**config.mk**
```make
export PLATFORM = sky130hd
export DESIGN_NAME = tmr_voter_seq
export DESIGN_NICKNAME = d
export VERILOG_FILES = /design/src/rtl/voter_pkg.sv /design/src/rtl/voter_ch_monitor.sv /design/src/rtl/tmr_voter_seq.sv
export SDC_FILE = /design/constraint.sdc
export NUM_CORES = 1
export LEC_CHECK = 0
export CAP_MARGIN = 20
export CORE_MARGIN = 8
export CORE_UTILIZATION = 60
export CTS_CLUSTER_SIZE = 16
export DETAILED_ROUTE_END_ITERATION = 8
export DONT_BUFFER_PORTS = 1
export GPL_TIMING_DRIVEN = 0
export HOLD_SLACK_MARGIN = 0.1
export PLACE_DENSITY = 0.76
export SETUP_SLACK_MARGIN = 0.15
export SLEW_MARGIN = 10
export SYNTH_ARGS = -nofsm -noshare
export SYNTH_HDL_FRONTEND = slang
export SYNTH_SLANG_ARGS = --single-unit
```
**constraint.sdc**
```tcl
create_clock -name clk_i -period 4 [get_ports clk_i]
set_clock_uncertainty 0.2 [all_clocks]
set_input_delay 0.8 -clock clk_i [delete_from_list [all_inputs] [get_ports clk_i]]
set_output_delay 0.8 -clock clk_i [all_outputs]
set_load 0.01 [all_outputs]
```
**src/rtl/voter_pkg.sv**
```systemverilog
// Shared defaults and helper functions for the TMR sequential voter.
// The popcount works on a fixed-width vector; callers zero-extend their channel masks.
package voter_pkg;

    localparam int DEF_WIDTH      = 8;
    localparam int DEF_N_CH       = 3;
    localparam int DEF_ERR_THRESH = 4;
    localparam int MAX_CH         = 64;

    // Bits needed to hold a saturating count from 0 up to thresh.
    function automatic int cnt_width(input int thresh);
        return $clog2(thresh + 1);
    endfunction

    function automatic logic [7:0] popcount(input logic [MAX_CH-1:0] v);
        logic [7:0] c;
        c = '0;
        for (int i = 0; i < MAX_CH; i++) begin
            c = c + {7'd0, v[i]};
        end
        return c;
    endfunction

endpackage

```
**src/rtl/voter_ch_monitor.sv**
```systemverilog
// Per-channel health monitor: saturating mismatch counter plus a sticky fail flag
// that rises on the same edge the counter reaches the threshold.
module voter_ch_monitor
    import voter_pkg::*;
#(
    parameter int ERR_THRESH = DEF_ERR_THRESH
) (
    input  logic clk_i,
    input  logic rst_ni,
    input  logic inc_i,
    input  logic clear_i,
    output logic fail_o
);

    localparam int CNT_W = cnt_width(ERR_THRESH);
    localparam logic [CNT_W-1:0] THRESH = CNT_W'(ERR_THRESH);

    logic [CNT_W-1:0] cnt_q, cnt_d, cnt_inc;
    logic             fail_q, fail_d;

    assign cnt_inc = cnt_q + 1'b1;

    // Clear wins over a same-cycle increment.
    always_comb begin
        cnt_d  = cnt_q;
        fail_d = fail_q;
        if (clear_i) begin
            cnt_d  = '0;
            fail_d = 1'b0;
        end else if (inc_i && (cnt_q != THRESH)) begin
            cnt_d = cnt_inc;
            if (cnt_inc == THRESH) begin
                fail_d = 1'b1;
            end
        end
    end

    always_ff @(posedge clk_i or negedge rst_ni) begin
        if (!rst_ni) begin
            cnt_q  <= '0;
            fail_q <= 1'b0;
        end else begin
            cnt_q  <= cnt_d;
            fail_q <= fail_d;
        end
    end

    assign fail_o = fail_q;

endmodule

```
**src/rtl/tmr_voter_seq.sv**
```systemverilog
// N-way redundant bitwise majority voter with registered output, tie hold and
// automatic exclusion of channels that keep disagreeing with the vote.
module tmr_voter_seq
    import voter_pkg::*;
#(
    parameter int WIDTH      = DEF_WIDTH,
    parameter int N_CH       = DEF_N_CH,
    parameter int ERR_THRESH = DEF_ERR_THRESH
) (
    input  logic                  clk_i,
    input  logic                  rst_ni,
    input  logic                  valid_i,
    input  logic [N_CH*WIDTH-1:0] data_i,
    input  logic                  clear_i,
    output logic                  valid_o,
    output logic [WIDTH-1:0]      vote_o,
    output logic [N_CH-1:0]       mismatch_o,
    output logic [N_CH-1:0]       fail_o,
    output logic                  tie_o,
    output logic                  fail_all_o
);

    if (N_CH < 3 || (N_CH % 2) == 0 || N_CH > MAX_CH) begin : g_bad_n_ch
        $error("tmr_voter_seq: N_CH must be odd, >= 3 and <= MAX_CH");
    end
    if (ERR_THRESH < 1 || ERR_THRESH > 255) begin : g_bad_thresh
        $error("tmr_voter_seq: ERR_THRESH must be in 1..255");
    end

    // Wide enough to hold 2*N_CH so the majority compare never overflows.
    localparam int CW = $clog2(N_CH + 1) + 1;

    logic [N_CH-1:0]   fail_w;
    logic [N_CH-1:0]   active;
    logic [N_CH-1:0]   inc;
    logic [MAX_CH-1:0] act_ext;
    logic [MAX_CH-1:0] col_ext;
    logic [CW-1:0]     a_cnt;
    logic [CW-1:0]     ones;
    logic [CW-1:0]     ones_x2;

    logic [WIDTH-1:0]  vote_q, vote_d;
    logic [N_CH-1:0]   mismatch_q, mismatch_d;
    logic              tie_q, tie_d;
    logic              valid_q;

    always_comb begin
        active              = ~fail_w;
        act_ext             = '0;
        act_ext[N_CH-1:0]   = active;
        a_cnt               = CW'(popcount(act_ext));
        vote_d              = vote_q;
        tie_d               = 1'b0;
        mismatch_d          = '0;
        col_ext             = '0;
        ones                = '0;
        ones_x2             = '0;
        // With no active channel every bit would look tied; that case holds silently.
        if (a_cnt != '0) begin
            for (int b = 0; b < WIDTH; b++) begin
                col_ext = '0;
                for (int k = 0; k < N_CH; k++) begin
                    col_ext[k] = active[k] & data_i[k*WIDTH + b];
                end
                ones    = CW'(popcount(col_ext));
                ones_x2 = {ones[CW-2:0], 1'b0};
                if (ones_x2 > a_cnt) begin
                    vote_d[b] = 1'b1;
                end else if (ones_x2 < a_cnt) begin
                    vote_d[b] = 1'b0;
                end else begin
                    tie_d = 1'b1;
                end
            end
            for (int k = 0; k < N_CH; k++) begin
                mismatch_d[k] = active[k] && (data_i[k*WIDTH +: WIDTH] != vote_d);
            end
        end
    end

    assign inc = valid_i ? mismatch_d : '0;

    for (genvar k = 0; k < N_CH; k++) begin : g_mon
        voter_ch_monitor #(
            .ERR_THRESH (ERR_THRESH)
        ) u_mon (
            .clk_i   (clk_i),
            .rst_ni  (rst_ni),
            .inc_i   (inc[k]),
            .clear_i (clear_i),
            .fail_o  (fail_w[k])
        );
    end

    always_ff @(posedge clk_i or negedge rst_ni) begin
        if (!rst_ni) begin
            valid_q    <= 1'b0;
            vote_q     <= '0;
            mismatch_q <= '0;
            tie_q      <= 1'b0;
        end else begin
            valid_q <= valid_i;
            if (valid_i) begin
                vote_q     <= vote_d;
                mismatch_q <= mismatch_d;
                tie_q      <= tie_d;
            end
        end
    end

    assign valid_o    = valid_q;
    assign vote_o     = vote_q;
    assign mismatch_o = mismatch_q;
    assign tie_o      = tie_q;
    assign fail_o     = fail_w;
    assign fail_all_o = &fail_w;

endmodule

```
Yosys cells after proc, flatten, opt, wreduce, memory -nomap -nowiden
Index checks and enable logic that the tools add are counted.
{"block": "word_totals", "register_bits": 25, "inputBits": 28, "output_inout_bits": 17, "wordCells": 158}
{"block": "classes", "n_addsub": 21, "n_lt_le_gt_ge": 16, "eq_ne": 9, "mux": 59, "bitwise_logic": 25, "n_reduce_logical": 18}
{"op": "$mux 1", "count": 51}
{"op": "$and 1x1->1", "count": 24}
{"op": "$gt 3x3->1", "count": 8}
{"op": "$lt 3x3->1", "count": 8}
{"op": "$mux 3", "count": 8}
{"op": "$ne 8x8->1", "count": 3}
{"op": "$add 1x1->2", "count": 9}
{"op": "$add 2x1->2", "count": 8}
{"op": "$reduce_bool 2->1", "count": 6}
{"op": "$add 3x1->3 const B", "count": 3}
{"op": "$eq 3x3->1 const B", "count": 3}
{"op": "$ne 3x3->1 const B", "count": 3}
{"op": "$reduce_and 2->1", "count": 4}
{"op": "$logic_and 1x1->1", "count": 6}
{"op": "$add 2x1->3", "count": 1}
{"op": "$not 3->3", "count": 1}
{"op": "$reduce_and 3->1", "count": 1}
{"op": "$reduce_bool 3->1", "count": 1}

Logic depth before layout (Yosys ltp)
Gate-level depths: netlist of the first run.
{"block": "logic_depth", "depth_word": 23, "mapped_depth": 13, "ltp_nobuf": 11}

Cells and area by module
From an unflattened synthesis of the first run, not the netlist that was laid out.
{"block": "hier_totals", "cells_unflattened": 304, "hier_area_um2": 2661.3}
{"mod": "tmr_voter_seq", "n_inst": 1, "cells_each": 241, "area_each_um2": 1963.1, "seq_area_each_um2": 325.3}
{"mod": "voter_ch_monitor", "n_inst": 3, "cells_each": 21, "area_each_um2": 232.7, "seq_area_each_um2": 100.1}

Least setup slack after synthesis of the first run
OpenSTA, ideal clock, no wires.
{"block": "synth_timing", "path_kind": "input to register", "start": "input port data_i[21]", "end": "register g_mon[2].u_mon.cnt_q[0]", "setup_time_ns": 0.128, "arrival_time_ns": 3.274, "t_required_ns": 3.672, "path_slack_ns": 0.398, "stages": 11, "path_buffers": 1, "cell_sequence": "inv_1 nor2_1 fa_1 ha_1 nand2b_1 clkbuf_1 a2111oi_0 nor4_1 and4_4 a2111o_1 mux2_1"}
{"block": "synth_between", "elab_chain_cells": 12, "word_cells_on_any_way": 13, "cone_classes": "add/sub (1); order compare (2); eq/ne (1); mux (5); bitwise (1); reduce/logical (3)"}
{"item": "start: declaration", "line_no": "tmr_voter_seq.sv:13", "source": "input logic [N_CH*WIDTH-1:0] data_i,"}
{"item": "$and 1x1->1", "line_no": "tmr_voter_seq.sv:63", "source": "col_ext[k] = active[k] & data_i[k*WIDTH + b];"}
{"item": "$add 2x1->2", "line_no": "voter_pkg.sv:19", "source": "c = c + {7'd0, v[i]};"}
{"item": "$lt 3x3->1", "line_no": "tmr_voter_seq.sv:69", "source": "end else if (ones_x2 < a_cnt) begin"}
{"item": "$mux 1", "line_no": "tmr_voter_seq.sv:69"}
{"item": "$mux 1", "line_no": "tmr_voter_seq.sv:67", "source": "if (ones_x2 > a_cnt) begin"}
{"item": "$mux 1", "line_no": "tmr_voter_seq.sv:59", "source": "if (a_cnt != '0) begin"}
{"item": "$ne 8x8->1 (*)", "line_no": "tmr_voter_seq.sv:76", "source": "mismatch_d[k] = active[k] && (data_i[k*WIDTH +: WIDTH] != vote_d);"}
{"item": "$logic_and 1x1->1 (*)", "line_no": "tmr_voter_seq.sv:76"}
{"item": "$mux 3 (*)", "line_no": "tmr_voter_seq.sv:59"}
{"item": "$mux 3 (*)", "line_no": "tmr_voter_seq.sv:81", "source": "assign inc = valid_i ? mismatch_d : '0;"}
{"item": "$logic_and 1x1->1 (*)", "line_no": "voter_ch_monitor.sv:30", "source": "end else if (inc_i && (cnt_q != THRESH)) begin"}
{"item": "$reduce_bool 2->1 (no line) (*)"}
{"item": "end signal: assignment", "line_no": "voter_ch_monitor.sv:43", "source": "cnt_q <= cnt_d;"}
{"item": "end: declaration", "line_no": "voter_ch_monitor.sv:18", "source": "logic [CNT_W-1:0] cnt_q, cnt_d, cnt_inc;"}
Every way passes the cells marked *; elsewhere a longest branch is shown, timed or not. The select of a mux whose other input is x is not followed.
A chain may end at the register's enable or synchronous reset.

Worst setup path in the final report of the first run
{"block": "layout_timing", "start": "register g_mon[1].u_mon.fail_q", "end": "register g_mon[0].u_mon.cnt_q[0]"}
{"block": "layout_between", "elab_chain_cells": 14, "word_cells_on_any_way": 74, "cone_classes": "add/sub (18); order compare (16); eq/ne (1); mux (26); bitwise (9); reduce/logical (4)"}
{"item": "start: declaration", "line_no": "voter_ch_monitor.sv:19", "source": "logic fail_q, fail_d;"}
{"item": "start signal: assignment", "line_no": "voter_ch_monitor.sv:44", "source": "fail_q <= fail_d;"}
{"item": "$not 3->3 (*)", "line_no": "tmr_voter_seq.sv:48", "source": "active = ~fail_w;"}
{"item": "$and 1x1->1", "line_no": "tmr_voter_seq.sv:63"}
{"item": "$add 1x1->2", "line_no": "voter_pkg.sv:19"}
{"item": "$add 2x1->2", "line_no": "voter_pkg.sv:19"}
{"item": "$lt 3x3->1", "line_no": "tmr_voter_seq.sv:69"}
{"item": "$mux 1", "line_no": "tmr_voter_seq.sv:69"}
{"item": "$mux 1", "line_no": "tmr_voter_seq.sv:67"}
{"item": "$mux 1", "line_no": "tmr_voter_seq.sv:59"}
{"item": "$ne 8x8->1", "line_no": "tmr_voter_seq.sv:76"}
{"item": "$logic_and 1x1->1", "line_no": "tmr_voter_seq.sv:76"}
{"item": "$mux 3 (*)", "line_no": "tmr_voter_seq.sv:59"}
{"item": "$mux 3 (*)", "line_no": "tmr_voter_seq.sv:81"}
{"item": "$logic_and 1x1->1 (*)", "line_no": "voter_ch_monitor.sv:30"}
{"item": "$reduce_bool 2->1 (no line) (*)"}
{"item": "end signal: assignment", "line_no": "voter_ch_monitor.sv:43"}
{"item": "end: declaration", "line_no": "voter_ch_monitor.sv:18"}
Marks and branches as above.

==> flow_summary.toml, run 1 <==
[run_status]
status = "completed"

[detailed_routing]
routed_wl_um = 7390
drc = 0
vias = 2530
wire_per_inst_um = 19.6
drt-initial-drc-count = 175
antenna_left = 0
firstDrtPassIters = 4
viasPerCell = 6.71

[synth]
synthDistinctLibCells = 36
syn_inst = 320
synth_fa_ha_area_frac = 0.148
ys_ff_latch = 25
ys_seq_area_frac = 0.236
ys_warn_count = 0
synth_area_per_cell_sq_um = 8.28
synth_top_family_by_area = "compound AO/OA/AOI/OAI gates"
yosys.area_share.simple = 0.230
synth-edff-count = 0
synth_ff_type = "dfrtp_1"
synth_nets = 374
muxShareOfSynthArea = 0.0241
synth_compound_area_frac = 0.252
synth_area_sq_mm = 0.00265
synth_xor_area_frac = 0.00992
async_reset_ff_frac = 1.00

[timing]
fin_crit_ns = 3.80
max_freq_mhz = 263
final.setup.worst_slack_ns = 0.196
post-route-period-util = 0.951
setup_viol = 0
maxSlewViolCount = 0
finalSetupTns_ns = 0
final_hold_viol_count = 0
rsz0062_at_grt = "yes"
tightest_slew_ns = 0.545
maxSlewHeadroom = 0.636

[floorplan]
initial_core_util = 0.617
die_width_um = 82.4
num_io_pins = 45
rows = 24
fp.dieH_um = 82.4
die_area_sq_mm = 0.00680
coreArea_sq_mm = 0.00429

[finish]
layout_commonest_cell = "inv_1"
drive_above_1_share = 0.185
area_growth_pct = 16.8
antennaDiodeCount = 0
nets = 380
mostFrequentLayoutCells = "inv_1, nor2_1, a211oi_1, dfrtp_1, ha_1"

[worst_setup_path]
reg2reg_from = "g_mon[1].u_mon.fail_o"
path_max_fanout = 9
cp-end-kind = "register"
cp_data_required_time_ns = 3.98
startpoint = "g_mon[1].u_mon.fail_o"
worstSetupPathType = "reg2reg"
crit_arrival_ns = 3.78
critPathLaunchType = "register"

[placed_design]
dp_slack_ns = -0.389
gp_congestion = 0.927
hpwl_um = 5320
numPortBuffers = 0

[cts]
cts_max_path_buffers = 2
clkSlewWorstSetupHoldPaths_ns = 0.09
cts_setup_buffers = 0
cts_max_level = 1
cts_buffers = 3
clk_latency_ns = 0.28
cts_tree = "built"
root_buffer = "clkbuf_8"
numClockSinks = 25

[grt]
grt_antenna_before_repair = 0
grt_pass1_wl_um = 11300
overflow = 0
grt_usage = 0.214
grt_max_degree = 26
grt_pass1_vias = 2424

[pwr]
p_per_area_mw_per_mm2 = 219
vdd_drop_max_uv = 162
p_leak_nw = 1.36

[hold_path]
hold_path.class = "in2async"

[job]
cap_violations = 0
-- critical path, cell delays in order, from the launching register on --
cell and delay, ns:
dfrtp_1 0.36, buf_2 0.27, inv_2 0.12, fa_2 0.44, inv_2 0.18, ha_1 0.29
and3b_1 0.23, a2111oi_1 0.47, nor4_1 0.15, and4_4 0.24, a2111o_1 0.41, mux2_1 0.33
-- sequential cells by signal (all words and copies together), names as in the netlist --
name,count
g_mon.u_mon.cnt_q,9
vote_o,8
g_mon.u_mon.fail_o,3
mismatch_o,3
tie_o,1
valid_o,1
-- metrics by stage --
stage / power, W / utilization / instances / cell area, sq um / hold slack [ns]
2_1_floorplan: 0.000436 / - / 320 / 2650 / 0.304
3_3_place_gp: 0.000473 / 0.632 / 372 / 2710 / 0.305
3_5_place_dp: 0.000478 / 0.632 / 372 / 2710 / 0.305
4_1_cts: 0.000646 / 0.661 / 377 / 2840 / 0.134
5_1_grt: 0.000712 / 0.720 / 377 / 3090 / 0.131
6_report: 0.000677 / 0.720 / 377 / 3090 / 0.119
-- logic make-up after synthesis --
group	after synthesis
simple gates	108
compound gates	86
buf+inv	66
fa+ha+maj	26
flops	25
mux	6
xor+xnor	3
-- power breakdown --
group	internal [W]	switching, W	total [W]
logic	0.0000947	0.000119	0.000214
clock network	0.0000718	0.0000910	0.000163
registers	0.000271	0.0000295	0.000300
-- layer usage --
metal | share of wire | GRT usage
met5 | 0 | 0
met4 | 0.026 | 0.0807
met3 | 0.083 | 0.0509
met2 | 0.50 | 0.374
met1 | 0.39 | 0.248
-- path summary, 6_finish.rpt --
kind                            depth (start not counted)  slack (ns)                       to
min in group clk_i                                      0        0.34                  valid_o
max in group asynchronous                               1        3.33                vote_o[0]
worst max register to register                         11        0.20  g_mon[0].u_mon.cnt_q[0]
worst min register to register                          2        0.39  g_mon[1].u_mon.cnt_q[1]
worst max-delay path                                   11        0.20  g_mon[0].u_mon.cnt_q[0]
worst min-delay path                                    1        0.12  g_mon[0].u_mon.cnt_q[2]
-- area by class of cell --
cell class / instances / area, sq um
well taps: 52 / 65.1
plain buffers: 18 / 97.6
repair buffers: 1 / 20.0
fillers: 345 / 1200
multi-input cells: 229 / 2060
inverters: 48 / 183
flip-flops and latches: 25 / 626
clock buffers: 4 / 45.0
-- cells in the mapped netlist, types with 2 or more instances --
cell,number,area share
a2111o_1,3,0.013
a2111oi_0,24,0.079
a211oi_1,25,0.071
a21oi_1,10,0.019
and3b_1,8,0.026
and4_4,3,0.013
buf_4,4,0.011
clkbuf_1,13,0.018
dfrtp_1,25,0.24
fa_1,9,0.068
ha_1,17,0.080
inv_1,48,0.068
mux2_1,3,0.013
mux2i_1,3,0.011
nand2_1,9,0.013
nand2b_1,14,0.033
nand3b_1,4,0.011
nor2_1,43,0.061
nor2b_1,2,0.0047
nor3_1,2,0.0038
nor4_1,12,0.028
nor4b_1,6,0.020
nor4bb_1,2,0.0076
o22a_1,6,0.020
o22ai_1,6,0.014
o32ai_1,3,0.0099
o41ai_1,3,0.0099
or4_1,3,0.0085
xor2_1,3,0.0099
-- repair_timing --
item,CTS,global route
endpoints found under the setup margin,15,10
gates resized for setup,20,66
hold endpoints to repair,25,0
pin swaps,0,2
hold buffers,1,0
Power figures use the tool's default switching activity.
==> run 2: changes to the inputs <==
--- a/config.mk
+++ b/config.mk
@@ -5,15 +5,17 @@
 export SDC_FILE = /design/constraint.sdc
 export NUM_CORES = 1
 export LEC_CHECK = 0
+export BUFFER_PORTS_ARGS = -buffer_cell sky130_fd_sc_hd__buf_2
 export CAP_MARGIN = 20
 export CORE_MARGIN = 8
-export CORE_UTILIZATION = 60
+export CORE_UTILIZATION = 59
+export CTS_BUF_LIST = sky130_fd_sc_hd__clkbuf_4
 export CTS_CLUSTER_SIZE = 16
 export DETAILED_ROUTE_END_ITERATION = 8
-export DONT_BUFFER_PORTS = 1
 export GPL_TIMING_DRIVEN = 0
 export HOLD_SLACK_MARGIN = 0.1
-export PLACE_DENSITY = 0.76
+export PLACE_DENSITY = 0.83
+export RECOVER_POWER = 25
 export SETUP_SLACK_MARGIN = 0.15
 export SLEW_MARGIN = 10
 export SYNTH_ARGS = -nofsm -noshare
==> run 2 against run 1 <==
Final cell count grew 11%. Utilization grew 0.96 points. Count of clock-buffer cells in the layout shrank 1. Clock power shrank 21%. Total power shrank 2.6%. Hold slack gained 0.21 ns. Sequential power shrank 3%. Largest cell class unchanged.
==> flow_summary.toml, run 2 (synthesis gave the netlist of run 1 again) <==
[timing]
maxSlewViolCount = 0
tightest_slew_ns = 1.45
post-route-period-util = 0.950
setup_viol = 0
max_freq_mhz = 263
fin_crit_ns = 3.80
rsz0062_at_grt = "no"
final_hold_viol_count = 0
final.setup.worst_slack_ns = 0.200
maxSlewHeadroom = 0.0358
whs_ns = 0.331

[job]
cap_violations = 0

[worst_setup_path]
cp-end-kind = "register"
cp_top_family = "compound AO/OA/AOI/OAI gates"
crit_arrival_ns = 3.84
path_buf_inv = 3
crit_chain = "clkbuf_4 -> clkinvlp_4 -> fa_2 -> buf_4 -> and3b_1 -> a2111oi_1 -> nor4_1 -> and4_4 -> a2111o_1 -> mux2_1"
path_max_fanout = 10
cp_slowest_stage_delay_ns = 0.65
cp_data_required_time_ns = 4.04
cpMaxStageDelayCell = "fa_2"
critPathLaunchType = "register"
worstSetupPathType = "reg2reg"

[hold_path]
hold_path.class = "reg2reg"

[placed_design]
gp_congestion = 0.924
numPortBuffers = 44
hpwl_um = 5510
dp_slack_ns = -0.378
place_area_sq_mm = 0.00293

[cts]
cts_buffers = 3
cts_tree = "built"
cts_setup_buffers = 0
cts_max_path_buffers = 2
numClockSinks = 25
clk_latency_ns = 0.35
hold_buffers = 0
root_buffer = "clkbuf_4"
cts_max_level = 1
clkSlewWorstSetupHoldPaths_ns = 0.16

[grt]
grt_max_degree = 26
overflow = 0
grt_usage = 0.212
grt_pass1_wl_um = 12600
grt_pass1_vias = 2722
grt_antenna_before_repair = 0

[finish]
nFillCells = 344
register_area_sq_um = 626
nets = 423
antennaDiodeCount = 0
finish.instance_area_sq_mm = 0.00318
area_growth_pct = 20.0
largest-register = "g_mon.u_mon.cnt_q"
multi_input_area_sq_mm = 0.00195
drive_above_1_share = 0.247
mostFrequentLayoutCells = "buf_2, inv_1, nor2_1, a211oi_1, dfrtp_1"
layout_commonest_cell = "buf_2"
largest_register_ffs = 9

[floorplan]
die_width_um = 83.0
die_area_sq_mm = 0.00689
coreArea_sq_mm = 0.00435
initial_core_util = 0.608
rows = 24
num_io_pins = 45
fp.dieH_um = 83.0

[pwr]
vdd_drop_max_uv = 220
p_leak_nw = 1.48
p_per_area_mw_per_mm2 = 208
design_power_total_w = 0.000660

[detailed_routing]
viasPerCell = 6.47
firstDrtPassIters = 5
routed_wl_um = 7620
vias = 2719
wire_per_inst_um = 18.1
antenna_left = 0
drc = 0
drt-initial-drc-count = 176

[run_status]
status = "completed"
-- run 2: changes by cell type in the layout (fill, tap and decap cells not counted), moves of 3 or more --
cell       before  now
clkbuf_4        1    5
clkbuf_8        3    0
a2111oi_4       7    3
inv_2           3    0
buf_2           4   45
a2111oi_1       2    6
-- run 2: timing repair --
item,CTS,global route
pin swaps,1,2
setup endpoints to repair,16,11
gates resized for setup,24,47
hold endpoints to repair,0,0
-- run 2: per-stage QoR --
stage                     utilization  setup TNS [ns]  instances
final                           0.730               0        420
after global routing            0.730               0        420
after CTS                       0.697               0        420
after detailed placement        0.674           -2.37        416
after global placement          0.674           -1.47        416
after floorplan                     -               0        320
-- run 2: final timing paths --
kind | start | to | slack (ns) | cells after the start
max | g_mon[1].u_mon.fail_o | g_mon[2].u_mon.cnt_q[0] | 0.20 | 10
min | mismatch_o[2] | mismatch_o[2] | 0.33 | 2
max reg2reg | g_mon[1].u_mon.fail_o | g_mon[2].u_mon.cnt_q[0] | 0.20 | 10
min reg2reg | mismatch_o[2] | mismatch_o[2] | 0.33 | 2
max in group asynchronous | rst_ni | tie_o | 2.20 | 1
min in group asynchronous | rst_ni | g_mon[1].u_mon.fail_o | 0.56 | 1
-- run 2: per-layer routing --
| metal | wire length (um) | part of all wire | GRT usage | vias up |
|---|---|---|---|---|
| li1 | - | - | - | 1286 |
| met1 | 3110 | 0.41 | 0.244 | 1306 |
| met2 | 3790 | 0.50 | 0.371 | 108 |
| met3 | 527 | 0.069 | 0.0410 | 19 |
| met4 | 198 | 0.026 | 0.0879 | 0 |
| met5 | 0 | 0 | 0 | - |
-- run 2: cell type report --
class | count | area share
inverter | 48 | 0.0602
clock buffer | 3 | 0.00709
multi-input combinational | 229 | 0.614
timing repair buffer | 44 | 0.0685
buffer | 18 | 0.0315
tap | 52 | 0.0205
sequential | 25 | 0.197
clock inverter | 1 | 0.00157
-- run 2: report_power, final --
group	total, W	leakage (nW)	switching [W]	internal (W)
clock network	0.000129	0.0177	0.0000907	0.0000378
logic	0.000239	1.15	0.000135	0.000104
registers	0.000292	0.311	0.0000214	0.000271
-- run 2: tightest hold or removal path, cell delays in order, from the launching register on --
cell and delay (ns):
dfrtp_1 0.40, inv_1 0.05, o32ai_1 0.05
